[src/rtl/alu_issue_stage.sv]
// alu_issue_stage -- one-entry issue register in front of the ALU.
//
// Decodes an RV32-style instruction into ALU controls, selects operands and
// holds the result in a single register stage (latency 1) with valid/ready
// handshakes on both sides.
//
// Ports
//   clk, rst_n                 clock, async active-low reset
//   in_valid / in_ready        decoded instruction handshake
//   opcode, funct3, funct7b5   instruction fields used for decode
//   rs1, rs2, rd               register specifiers
//   rs1_data, rs2_data, imm    register file values and immediate
//   flush                      drop the held entry and block capture
//   ex_ready                   ALU stage accepts the held entry
//   ALUResult                  live ALU output of the held entry
//   exmem_*, memwb_*           downstream destinations for hazard checks
//   out_valid                  held entry is valid
//   SrcA, SrcB, ALUCtrl        operands and ALU op (ADD 0, SUB 1, AND 2, OR 3, XOR 4, SLT 5)
//   rd_out, regwrite_out, memread_out, illegal_out   entry side-band
//
// Build option
//   FORWARD_EN  defined: operands forwarded from own/exmem/memwb, stall only
//               on load-use. Undefined: operands from register file only,
//               stall while any consumed source has a pending writer.
module alu_issue_stage (
  input  logic        clk,
  input  logic        rst_n,
  input  logic        in_valid,
  input  logic [6:0]  opcode,
  input  logic [2:0]  funct3,
  input  logic        funct7b5,
  input  logic [4:0]  rs1,
  input  logic [4:0]  rs2,
  input  logic [4:0]  rd,
  input  logic [31:0] rs1_data,
  input  logic [31:0] rs2_data,
  input  logic [31:0] imm,
  input  logic        flush,
  input  logic        ex_ready,
  input  logic [31:0] ALUResult,
  input  logic [4:0]  exmem_rd,
  input  logic        exmem_regwrite,
  input  logic [31:0] exmem_result,
  input  logic [4:0]  memwb_rd,
  input  logic        memwb_regwrite,
  input  logic [31:0] memwb_result,
  output logic        in_ready,
  output logic        out_valid,
  output logic [31:0] SrcA,
  output logic [31:0] SrcB,
  output logic [2:0]  ALUCtrl,
  output logic [4:0]  rd_out,
  output logic        regwrite_out,
  output logic        memread_out,
  output logic        illegal_out
);

  localparam logic [2:0] ALU_ADD = 3'b000, ALU_SUB = 3'b001, ALU_AND = 3'b010,
                         ALU_OR  = 3'b011, ALU_XOR = 3'b100, ALU_SLT = 3'b101;
  localparam logic [6:0] OP_R = 7'b0110011, OP_I  = 7'b0010011, OP_LD  = 7'b0000011,
                         OP_ST = 7'b0100011, OP_BR = 7'b1100011, OP_LUI = 7'b0110111;

  // ---------------- decode ----------------
  logic       f3_ok;
  logic [2:0] f3_ctrl;
  always_comb begin
    f3_ok   = 1'b1;
    f3_ctrl = ALU_ADD;
    case (funct3)
      3'b000:  f3_ctrl = ALU_ADD;
      3'b111:  f3_ctrl = ALU_AND;
      3'b110:  f3_ctrl = ALU_OR;
      3'b100:  f3_ctrl = ALU_XOR;
      3'b010:  f3_ctrl = ALU_SLT;
      default: f3_ok   = 1'b0;
    endcase
  end

  logic [2:0] dec_ctrl;
  logic dec_srcb_imm, dec_srca_zero, dec_rw, dec_mr, dec_ill, use_rs1, use_rs2;
  always_comb begin
    dec_ctrl      = ALU_ADD;
    dec_srcb_imm  = 1'b0;
    dec_srca_zero = 1'b0;
    dec_rw        = 1'b0;
    dec_mr        = 1'b0;
    dec_ill       = 1'b0;
    use_rs1       = 1'b0;
    use_rs2       = 1'b0;
    case (opcode)
      OP_R: if (f3_ok) begin
        dec_ctrl = (funct3 == 3'b000 && funct7b5) ? ALU_SUB : f3_ctrl;
        dec_rw   = 1'b1;
        use_rs1  = 1'b1;
        use_rs2  = 1'b1;
      end else dec_ill = 1'b1;
      OP_I: if (f3_ok) begin
        dec_ctrl     = f3_ctrl;
        dec_srcb_imm = 1'b1;
        dec_rw       = 1'b1;
        use_rs1      = 1'b1;
      end else dec_ill = 1'b1;
      OP_LD: begin
        dec_srcb_imm = 1'b1;
        dec_rw       = 1'b1;
        dec_mr       = 1'b1;
        use_rs1      = 1'b1;
      end
      OP_ST: begin
        // rs2 carries store data, so it still counts as a consumed source
        dec_srcb_imm = 1'b1;
        use_rs1      = 1'b1;
        use_rs2      = 1'b1;
      end
      OP_BR: begin
        dec_ctrl = ALU_SUB;
        use_rs1  = 1'b1;
        use_rs2  = 1'b1;
      end
      OP_LUI: begin
        dec_srca_zero = 1'b1;
        dec_srcb_imm  = 1'b1;
        dec_rw        = 1'b1;
      end
      default: dec_ill = 1'b1;
    endcase
    if (rd == 5'd0) dec_rw = 1'b0;
  end

  // ---------------- hazard detection ----------------
  // regwrite_out is never set with rd_out==0, so own_wr implies a real dest.
  logic own_wr;
  assign own_wr = out_valid && regwrite_out;

  logic own1, own2, ex1, ex2, wb1, wb2;
  assign own1 = own_wr && (rs1 != 5'd0) && (rs1 == rd_out);
  assign own2 = own_wr && (rs2 != 5'd0) && (rs2 == rd_out);
  assign ex1  = exmem_regwrite && (rs1 != 5'd0) && (rs1 == exmem_rd);
  assign ex2  = exmem_regwrite && (rs2 != 5'd0) && (rs2 == exmem_rd);
  assign wb1  = memwb_regwrite && (rs1 != 5'd0) && (rs1 == memwb_rd);
  assign wb2  = memwb_regwrite && (rs2 != 5'd0) && (rs2 == memwb_rd);

  logic        stall;
  logic [31:0] op_a, op_b;

`ifdef FORWARD_EN
  // Only a load in the own slot cannot be forwarded: its data is not in ALUResult.
  assign stall = in_valid && out_valid && memread_out &&
                 ((use_rs1 && own1) || (use_rs2 && own2));

  always_comb begin
    op_a = rs1_data;
    if (rs1 == 5'd0) op_a = 32'd0;
    else if (own1)   op_a = ALUResult;
    else if (ex1)    op_a = exmem_result;
    else if (wb1)    op_a = memwb_result;
    op_b = rs2_data;
    if (rs2 == 5'd0) op_b = 32'd0;
    else if (own2)   op_b = ALUResult;
    else if (ex2)    op_b = exmem_result;
    else if (wb2)    op_b = memwb_result;
  end
`else
  // Wait until every pending writer of a consumed source has retired.
  assign stall = in_valid && ((use_rs1 && (own1 || ex1 || wb1)) ||
                              (use_rs2 && (own2 || ex2 || wb2)));
  assign op_a  = rs1_data;
  assign op_b  = rs2_data;

  logic unused_fwd;
  assign unused_fwd = ^{ALUResult, exmem_result, memwb_result, memread_out};
`endif

  // Ready is held high while in reset; anything "captured" then is lost anyway.
  assign in_ready = !rst_n || ((!out_valid || ex_ready) && !stall && !flush);

  // ---------------- issue register ----------------
  always_ff @(posedge clk or negedge rst_n) begin
    if (!rst_n) begin
      out_valid    <= 1'b0;
      SrcA         <= '0;
      SrcB         <= '0;
      ALUCtrl      <= ALU_ADD;
      rd_out       <= '0;
      regwrite_out <= 1'b0;
      memread_out  <= 1'b0;
      illegal_out  <= 1'b0;
    end else if (flush) begin
      out_valid <= 1'b0;
    end else if (in_valid && in_ready) begin
      out_valid    <= 1'b1;
      SrcA         <= dec_srca_zero ? 32'd0 : op_a;
      SrcB         <= dec_srcb_imm ? imm : op_b;
      ALUCtrl      <= dec_ctrl;
      rd_out       <= rd;
      regwrite_out <= dec_rw;
      memread_out  <= dec_mr;
      illegal_out  <= dec_ill;
    end else if (ex_ready) begin
      out_valid <= 1'b0;
    end
  end

endmodule

[config.mk]
export PLATFORM = sky130hd
export DESIGN_NAME = alu_issue_stage
export DESIGN_NICKNAME = d
export VERILOG_FILES = /design/src/rtl/alu_issue_stage.sv
export SDC_FILE = /design/constraint.sdc
export NUM_CORES = 1
export LEC_CHECK = 0
export BUFFER_PORTS_ARGS = -buffer_cell sky130_fd_sc_hd__buf_2
export CAP_MARGIN = 20
export CORE_MARGIN = 8
export CORE_UTILIZATION = 35
export CTS_CLUSTER_DIAMETER = 60
export DETAILED_ROUTE_END_ITERATION = 8
export PLACE_DENSITY = 0.75
export RECOVER_POWER = 25
export SLEW_MARGIN = 0
export SYNTH_ARGS = -nofsm -noshare
export SYNTH_HDL_FRONTEND = slang
export SYNTH_SLANG_ARGS = --single-unit
[constraint.sdc]
create_clock -name clk -period 2.8 [get_ports clk]
set_input_delay 0.56 -clock clk [delete_from_list [all_inputs] [get_ports clk]]
set_output_delay 0.56 -clock clk [all_outputs]
set_load 0.03 [all_outputs]
### Word-level counts from Yosys, hierarchy flattened

Cells that the tools add are included.

| storage, ports and cells | value |
|---|---|
| flip-flop bits (word level) | 76 |
| bits of input ports | 235 |
| output and inout bits | 77 |
| word-level logic and storage cells | 90 |

| cells by class | value |
|---|---|
| equal/unequal tests | 16 |
| muxes and demuxes | 21 |
| bitwise gates (word level) | 1 |
| reductions and logical operators | 44 |

Operators by type and width:

| kind | number |
|---|---|
| $mux 32 | 2 |
| $eq 5x5->1 | 6 |
| $eq 7x6->1 const B | 3 |
| $logic_and 1x1->1 | 20 |
| $pmux 3 s4 | 1 |
| $pmux 1 s2 | 5 |
| $reduce_bool 5->1 | 2 |
| $eq 3x3->1 const B | 3 |
| $mux 1 | 9 |
| $mux 3 | 3 |
| $pmux 3 s3 | 1 |
| $eq 7x2->1 const B | 1 |
| $eq 7x5->1 const B | 1 |
| $eq 7x7->1 const B | 1 |
| $logic_or 1x1->1 | 7 |
| $reduce_or 2->1 | 3 |
| $reduce_or 3->1 | 2 |
| $logic_not 5->1 | 1 |
| $reduce_or 5->1 | 1 |
| $logic_not 1->1 | 4 |
| $reduce_or 4->1 | 1 |
| $eq 3x2->1 const B | 1 |
| $logic_not 3->1 | 1 |
| $reduce_bool 3->1 | 1 |
| other kinds (2) | 2 |

### Logic depth before layout (Yosys ltp)

Gate-level depths: netlist of the first run.

| logic depth | value |
|---|---|
| word-level depth | 15 |
| gate-level depth with buffers | 9 |
| gate-level depth less buffers | 7 |

### Least setup slack after synthesis of the first run

OpenSTA, ideal clock, no wires.

| timing path | value |
|---|---|
| path kind | input-to-output |
| from | input port rs2[1] |
| to | output port in_ready |
| arrival time | 2.466 ns |
| data required time | 2.240 ns |
| setup slack | -0.226 ns |
| stages on the path | 6 |
| buffers on the path | 0 |
| path through | or4_1 o2111ai_1 a31oi_1 nor2_1 nor2b_1 o31ai_1 |

| on the way | value |
|---|---|
| word-level cells in the longest chain between the ends | 12 |
| elaborated cells on any way between the ends | 19 |
| classes of those cells | eq/ne: 3; reduce/logical: 16 |

Ends and longest elaborated chain:

| item | RTL line | source |
|---|---|---|
| start, declared | 33 | `input logic [4:0] rs2,` |
| $reduce_bool 5->1 | 137, 139, 141 |  |
| $logic_and 1x1->1 (on tied branches) (2 in series) | 137, 139 |  |
| $logic_or 1x1->1 | 166 | `(use_rs2 && (own2 \|\| ex2 \|\| wb2)));` |
| $logic_or 1x1->1 (*) | 166 |  |
| $logic_and 1x1->1 (*) | 166 |  |
| $logic_or 1x1->1 (*) | 165 | `assign stall = in_valid && ((use_rs1 && (own1 \|\| ex1 \|\| wb1)) \|\|` |
| $logic_and 1x1->1 (*) | 165 |  |
| $logic_not 1->1 (*) | 175 | `assign in_ready = !rst_n \|\| ((!out_valid \|\| ex_ready) && !stall && !flush);` |
| $logic_and 1x1->1 (*) (2 in series) | 175 |  |
| $logic_or 1x1->1 (*) | 175 |  |
| end, declared | 47 | `output logic in_ready,` |

Every way passes the cells marked *; elsewhere a longest branch is shown, timed or not.

### Worst setup path after layout of the first run

Same ends and word-level chain as after synthesis.

==> metrics.txt, run 1 <==
status complete, but fails checks; failing checks max-capacitance violations, max-slew violations; total congestion overflow 0; most frequent cells after synthesis 76 x dfrtp_1, 67 x mux2_2, 27 x inv_1; Core Util, Final 50.5%; Final Setup Violations 0; initial antenna violation count 0; Port Buffers 215; synth warn 0; DR vias/cell 4.84; GP Congestion 0.815; clock period minus worst slack 2710 ps; Crit. End Element output port; fmax 370 MHz; Total Die Area 15300 sq um; R2R setup slack 420 ps; Critical Path RT 2240 ps; predominant post-synthesis flop cell dfrtp_1; Worst Path Arrival 2150 ps; critical path class in -> out; vias in the first global route 3896; CTS Buf Count 9; Distinct cells, synth 35; final WL 12.3 mm; Post-synth ARST share 100%; CP startpoint kind primary input; mean post-synth cell area 11.5 sq um; skew final 5.06 ps; Max H-tree Level 3; DP Cell Count 707; Post-Syn Area 4060 sq um; # IOs 312; largest net degree at the start of global routing 75; CP Cell Sequence buf_2 > buf_4 > xor2_1 > nor4_1 > nand4_1 > a31oi_2 > nor2_1 > nor2b_1 > o31ai_2 > buf_4; row count 39; synthesized flop and latch total 76; cell with the most instances after synthesis dfrtp_1; Clock Latency Late Sink 330 ps; clk root buf clkbuf_16; Hold Crit Class in -> async; Worst-path clk slew 60 ps; Hold-fix buffers, CTS 0; n_diodes 0; global-route wire length before repair 18.9 mm; Synth top area share 46.9%; CTS tree yes; Clock Sinks 76; DR pass1 iterations 4; post_cts resized 0; max incr delay on CP 330 ps; hpwl dp 9.75 mm; routed vias 3499; top cells by area, synth dfrtp_1 47%, mux2_2 19%, mux2i_1 6.2%; final cell count without fillers 723; crit-path max FO 3; First DRT Iteration DRCs 148; clk buf depth 2; delay-heaviest family, CP simple AND/OR/NAND/NOR gates; Syn Inst Count 354; crit share post-route 96.6%; worst rel slew slack -23.0%; syn nets 589; post-route ant nets 0; Buf+Inv Stages, Crit Path 3; fin nets 810; Initial Utilization 35.7%; final setup TNS 0 ps; Filler cells 1033; drt drc 0; layout cells sized above 1 55.3%; power per cell area 644 nW/um^2; final hold vios 0; WL per Instance 16.9 um; EDFF count, synth 0; Placeable Area 11400 sq um; critical path's slowest cell nor4_1; Max-Cap Viols 1; leak pwr 0.00301 uW; Die X 124 um; VDD IR-drop max 0.000398 V; Pwr Total 3700 uW; area leader, netlist dfrtp_1; Die Ht 124 um; max-slew violation count 75; postcts setup bufs 0; pin slew with the least headroom to its limit 1850 ps; post-synthesis sequential area ratio 46.9%; Layout area overhead 41.6%; CP dominant cell by count buf_4; GRT Util Overall 15.8%
-- per-stage QoR --
| stage | setup WS [ps] | instance area (sq um) | hold WS, ps |
|---|---|---|---|
| 2_1_floorplan | 13.8 | 4060 | 264 |
| 3_3_place_gp | 88.2 | 5370 | 362 |
| 3_5_place_dp | 58.3 | 5370 | 365 |
| 4_1_cts | 57.8 | 5710 | 1.88 |
| 5_1_grt | -8.51 | 5740 | 8.72 |
| 6_report | 93.8 | 5740 | 19.7 |
-- power breakdown --
group	leakage [uW]	internal, uW	total (uW)	switching [uW]
logic	0.00195	393	1040	651
registers	0.000898	1270	1370	95.5
clock network	0.000162	853	1290	433
-- sequential cells by signal, indices dropped and copies added, names as in the netlist --
signal and cells:
ALUCtrl 3, SrcB 32, out_valid 1, memread_out 1, illegal_out 1, regwrite_out 1, SrcA 32, rd_out 5
-- cells by family after synthesis --
| logic type | after synthesis | share of synthesized area (%) |
|---|---|---|
| mux | 99 | 26.7 |
| flops | 76 | 46.9 |
| simple gates | 75 | 9.56 |
| buf+inv | 45 | 5.15 |
| xor+xnor | 31 | 6.69 |
| compound gates | 28 | 5.00 |
-- placed cells by master, fill, tap and decap left out, types with 3 or more instances in the layout --
master,instances
xor2_1,24
inv_1,27
xnor2_1,7
clkbuf_8,3
nor4_1,5
o21ai_0,4
dfrtp_1,75
clkbuf_16,9
nand3_1,6
buf_12,3
nor3_1,6
nand2_1,24
nor2_1,5
nor2b_1,4
nand2b_1,4
or4_1,3
a221o_1,8
and3_1,10
buf_2,213
a21oi_1,4
mux2_1,7
mux2_2,67
buf_4,11
mux2i_1,25
-- worst register-to-register path, delay by kind of cell (launching register included) --
| family | cells | cell delay [ps] |
|---|---|---|
| mux | 1 | 400 |
| simple gates | 3 | 590 |
| compound gates | 2 | 430 |
| buf+inv | 1 | 240 |
| flops | 1 | 430 |
| xor+xnor | 1 | 170 |
-- cell type report --
type / instances / area [sq um] / area share (%)
clock buffer: 13 / 270 / 4.71
clock inverter: 3 / 67.6 / 1.18
inverter: 27 / 101 / 1.76
multi-input combinational: 233 / 2010 / 35.0
sequential: 76 / 1900 / 33.1
tap: 143 / 179 / 3.12
timing repair buffer: 228 / 1210 / 21.1
-- final timing paths --
check                               start        end  cells after the start
worst max-delay path               rs2[1]   in_ready                     10
worst min register to register   SrcB[30]   SrcB[30]                      1
worst min-delay path                rst_n  out_valid                      1
min in group clk                    flush  out_valid                      2
worst max register to register  rd_out[1]   SrcB[12]                      8
max in group asynchronous           rst_n  rd_out[1]                      2
-- per-layer routing --
layer,GRT usage (%),part of all wire [%]
met1,18.1,40
met3,6.26,11
met4,5.87,1.3
met2,26.2,47
met5,0,0
Power figures use the tool's default switching activity.
==> run 2: changes to the inputs <==
GPL_TIMING_DRIVEN = 0   (was unset)
==> run 2 against run 1 <==
Against the previous run:
- first-iteration DRC count decreased by 16%
- worst setup slack got worse by 23 ps
- cell count increased by 0.83%
- sequential cell count unchanged
- fmax fell by 0.85%
- combinational power is essentially flat
- power fell by 5.1%
- die area stayed put
- clock power fell by 14%
- sequential share of layout area increased by 0.60 points
- the flow now finishes without violations
==> metrics.txt, run 2 (synthesis gave the netlist of run 1 again) <==
worst rel slew slack 30.3%; R2R Path End SrcB[23]; largest net degree at the start of global routing 43; layout cells sized above 1 53.6%; WL per Instance 17.4 um; n_diodes 0; Layout area overhead 39.1%; CP startpoint kind primary input; R2R cell count 10; Port Buffers 213; crit share post-route 97.5%; clk root buf clkbuf_16; Max H-tree Level 3; drt drc 0; final hold vios 0; global-route wire length before repair 19.3 mm; total congestion overflow 0; skew final 7.53 ps; leak pwr 0.00297 uW; fin nets 816; clock period minus worst slack 2730 ps; status completed; Initial Utilization 35.7%; GRT Util Overall 16.3%; row count 39; Reg area 1900 sq um; Total Die Area 15300 sq um; final setup TNS 0 ps; Core Util, Final 49.6%; routed vias 3557; Placeable Area 11400 sq um; Die X 124 um; DP Cell Count 711; CTS Buf Count 9; hpwl dp 10.4 mm; GP Congestion 0.794; Filler cells 1071; max-slew violation count 0; Crit. End Element output port; commonest non-fill, non-tap cell in the layout buf_2; Worst Path Arrival 2170 ps; pin slew with the least headroom to its limit 1050 ps; R2R setup slack 110 ps; RSZ-0062 raised after global routing false; FF-to-FF Start rd_out[1]; Final Setup Violations 0; initial antenna violation count 0; largest registers SrcA: 32 flops, SrcB: 32 flops, rd_out: 5 flops; final cell count without fillers 729; clk buf depth 2; vias in the first global route 3912; Clock Latency Late Sink 330 ps; First DRT Iteration DRCs 125; Die Ht 124 um; power per cell area 622 nW/um^2; Max-Cap Viols 0; crit-path max FO 4; Worst-path clk slew 60 ps; area of the multi-input gates 1970 sq um; # IOs 312; DR vias/cell 4.88; most frequent cells in the layout 213 x buf_2, 75 x dfrtp_1, 67 x mux2_2, 27 x inv_1, 25 x mux2i_1; Critical Path RT 2240 ps; final WL 12.7 mm; critical path class in -> out; post-route ant nets 0; fmax 366 MHz; Hold Crit Class in -> async; CTS tree yes; Clock Sinks 76; VDD IR-drop max 0.000353 V; DR pass1 iterations 4
==> run 2: how the worst max path moves through the flow <==
stage          startpoint  depth (start not counted)           end  slack (ps)
2_1_floorplan      rs2[1]                          6      in_ready          10
3_3_place_gp        rst_n                          6      SrcB[21]        -680
3_5_place_dp    opcode[3]                          7      SrcB[26]        -450
4_1_cts         rd_out[3]                          9  regwrite_out          10
5_1_grt         rd_out[1]                         10  regwrite_out          20
6_report           rs2[1]                          8      in_ready          70
==> run 2: worst max-delay path: stages <==
cell and delay [ps]:
buf_2 140, or4_1 540, o2111ai_1 260, a31oi_2 80
nor2_2 130, nor2b_2 60, o31ai_2 200, buf_4 190
==> run 2: cell type report <==
cell class	count	share of cell area, %
inverters	27	1.80
clock buffers	13	4.79
multi-input cells	233	34.9
repair buffers	216	19.3
well taps	143	3.17
flip-flops and latches	76	33.7
clock inverters	3	0.355
plain buffers	18	1.91
==> run 2: power by group <==
group | switching, uW | leakage, uW | internal (uW)
clock | 434 | 0.000138 | 671
combinational | 649 | 0.00193 | 387
sequential | 96.9 | 0.000898 | 1270
total | 1180 | 0.00297 | 2330
==> run 2: per-stage QoR <==
stage / setup WS [ps] / instance area [sq um] / hold slack, ps / total power (uW)
floorplan: 13.8 / 4060 / 264 / 2020
global placement: -683 / 5310 / 470 / 2400
detailed placement: -447 / 5330 / 480 / 2440
CTS: 13.0 / 5630 / 203 / 3570
global route: 16.9 / 5640 / 208 / 3700
finish: 70.5 / 5640 / 190 / 3510
==> run 2: timing repair <==
item	4_1_cts	5_1_grt
setup buffers	1	1
hold buffers	0	0
resized for setup	2	6
endpoints found under the setup margin	14	39
pin swaps	1	2
==> run 2: metal layers <==
| layer | vias up | track usage (%) | share of wire [%] |
|---|---|---|---|
| met5 | - | 0 | 0 |
| met1 | 1704 | 18.5 | 40 |
| met4 | 0 | 4.51 | 0.86 |
| met2 | 151 | 27.1 | 48 |
| li1 | 1692 | - | - |
| met3 | 10 | 7.34 | 11 |
==> run 3: changes to the inputs <==
--- a/config.mk
+++ b/config.mk
@@ -9,4 +9,6 @@
 export CAP_MARGIN = 20
+export CELL_PAD_IN_SITES_DETAIL_PLACEMENT = 1
+export CELL_PAD_IN_SITES_GLOBAL_PLACEMENT = 2
 export CORE_MARGIN = 8
-export CORE_UTILIZATION = 35
+export CORE_UTILIZATION = 20
 export CTS_CLUSTER_DIAMETER = 60
@@ -14,3 +16,3 @@
 export GPL_TIMING_DRIVEN = 0
-export PLACE_DENSITY = 0.75
+export PLACE_DENSITY = 0.8
 export RECOVER_POWER = 25
==> constraint.sdc (replaced) <==
create_clock -name clk -period 2.35 [get_ports clk]
set_input_delay 0.3525 -clock clk [delete_from_list [all_inputs] [get_ports clk]]
set_output_delay 0.3525 -clock clk [all_outputs]
set_load 0.03 [all_outputs]
==> run 3 against run 2 <==
Against the previous run:
- largest power group unchanged
- largest cell class unchanged
- combinational power rose by 33%
- design area is 10% higher
- worst setup slack worse by 200 ps
- die area is 64% higher
- the run now ends with negative hold slack, negative setup slack left
- critical path depth unchanged
- clock skew is 3.0 ps lower
- non-clock buffer count rose by 6
- routed wire length rose by 18%
- hold slack got worse by 300 ps
==> metrics.txt, run 3 (synthesis gave the netlist of run 1 again) <==
crit-path max FO 4; Clock Latency Late Sink 340 ps; final instance area 6200 sq um; placed inst area 5500 sq um; initial antenna violation count 4; largest registers SrcA: 32 flops, SrcB: 32 flops, rd_out: 5 flops; CTS tree yes; critical path class reg -> out; P_int 3020 uW; post-route ant nets 0; DR vias/cell 4.14; GP Congestion 0.778; register share of total power 35.9%; Port Buffers 213; hold slack final -108 ps; failing checks negative hold slack, negative setup slack; RSZ-0062 raised after global routing true; skew final 4.52 ps; row count 52; Max H-tree Level 3; leak pwr 0.00323 uW; Initial Utilization 20.2%; hpwl dp 11.7 mm; Clock power frac 33.7%; First DRT Iteration DRCs 94; clk buf depth 2; Worst-path clk slew 60 ps; combinational power share 30.4%; drt drc 0; power per cell area 729 nW/um^2; Clock Sinks 76; Crit. End Element output port; final WL 15.0 mm; Core Util, Final 31.0%; layout cells sized above 1 55.6%; most frequent cells in the layout 211 x buf_2, 76 x dfrtp_1, 41 x mux2_2, 28 x mux2_4, 27 x inv_1; Sw Share 33.2%; Worst Path Arrival 2130 ps; final cell count without fillers 863; Hold Crit Class in -> async; GRT Util Overall 11.7%; VDD IR-drop max 0.000317 V; Layout area overhead 53.0%; DP Cell Count 838; pin slew with the least headroom to its limit 526 ps; switching power 1500 uW; fmax 403 MHz; CP startpoint kind register; routed vias 3570; total congestion overflow 0; commonest non-fill, non-tap cell in the layout buf_2; status complete, but fails checks; WL per Instance 17.4 um; Die Ht 158 um; Total Die Area 25100 sq um; CTS Buf Count 9; fin nets 822; Critical Path RT 2000 ps; vias in the first global route 3934; final setup TNS -2380 ps; DR pass1 iterations 4; clock period minus worst slack 2480 ps; Max-Cap Viols 0; Die X 158 um; PnR worst setup slack -132 ps; crit share post-route 106%; largest net degree at the start of global routing 61; Final Setup Violations 39; final hold vios 18; Placeable Area 20000 sq um; global-route wire length before repair 22.2 mm; # IOs 312; max-slew violation count 0; clk root buf clkbuf_16; worst rel slew slack 64.9%
run 3: final timing paths:
path	startpoint	cells after the start	slack (ps)	to
setup / recovery	rd_out[3]	8	-130	in_ready
hold / removal	rst_n	1	-110	SrcB[11]
setup reg to reg	rd_out[3]	9	-120	SrcB[20]
hold reg to reg	SrcB[21]	1	500	SrcB[21]
max in group asynchronous	rst_n	2	1850	regwrite_out
min in group clk	flush	2	230	out_valid
run 3: area by class of cell:
cell class	instances	area, sq um
diodes	1	2.50
plain buffers	18	188
clock buffers	12	246
clock inverters	4	72.6
fillers	2376	13800
inverters	27	101
multi-input cells	233	2150
flip-flops and latches	76	1900
well taps	270	338
repair buffers	222	1210
run 3: metal layers:
layer  up-vias  global-route usage (%)  wire (um)
met5         -                       0         37
met4         6                    4.31        241
met3        19                    3.34       1030
met2       103                    20.8       7850
met1      1732                    13.1       5850
li1       1710                       -          -
run 3: power groups by stage:
stage,clock [uW],combinational (uW),sequential [uW]
floorplan,0,357,2060
global placement,0,1270,1630
detailed placement,0,1290,1650
CTS,1580,1350,1620
global route,1630,1480,1660
finish,1520,1380,1630
run 3: worst max-delay path, stage by stage, from the launching register on:
cell and delay, ps:
dfrtp_1 420, xor2_1 160, nor4_2 300, nand4_1 200, a31oi_4 260, nor2_4 80, nor2b_4 130, o31ai_4 70
buf_6 160
run 3: through the flow:
stage	power (uW)	worst slack [ps]
floorplan	2410	40.1
global placement	2900	-964
detailed placement	2940	-713
CTS	4550	-164
global route	4770	-251
finish	4530	-132
run 3: what timing repair did:
item | 4_1_cts | 5_1_grt
endpoints found under the hold margin | 18 | 18
pin swaps | 5 | 0
setup endpoints to repair | 76 | 76
gates resized for setup | 32 | 38
buffers inserted | 7 | 0
cloned | 1 | 0
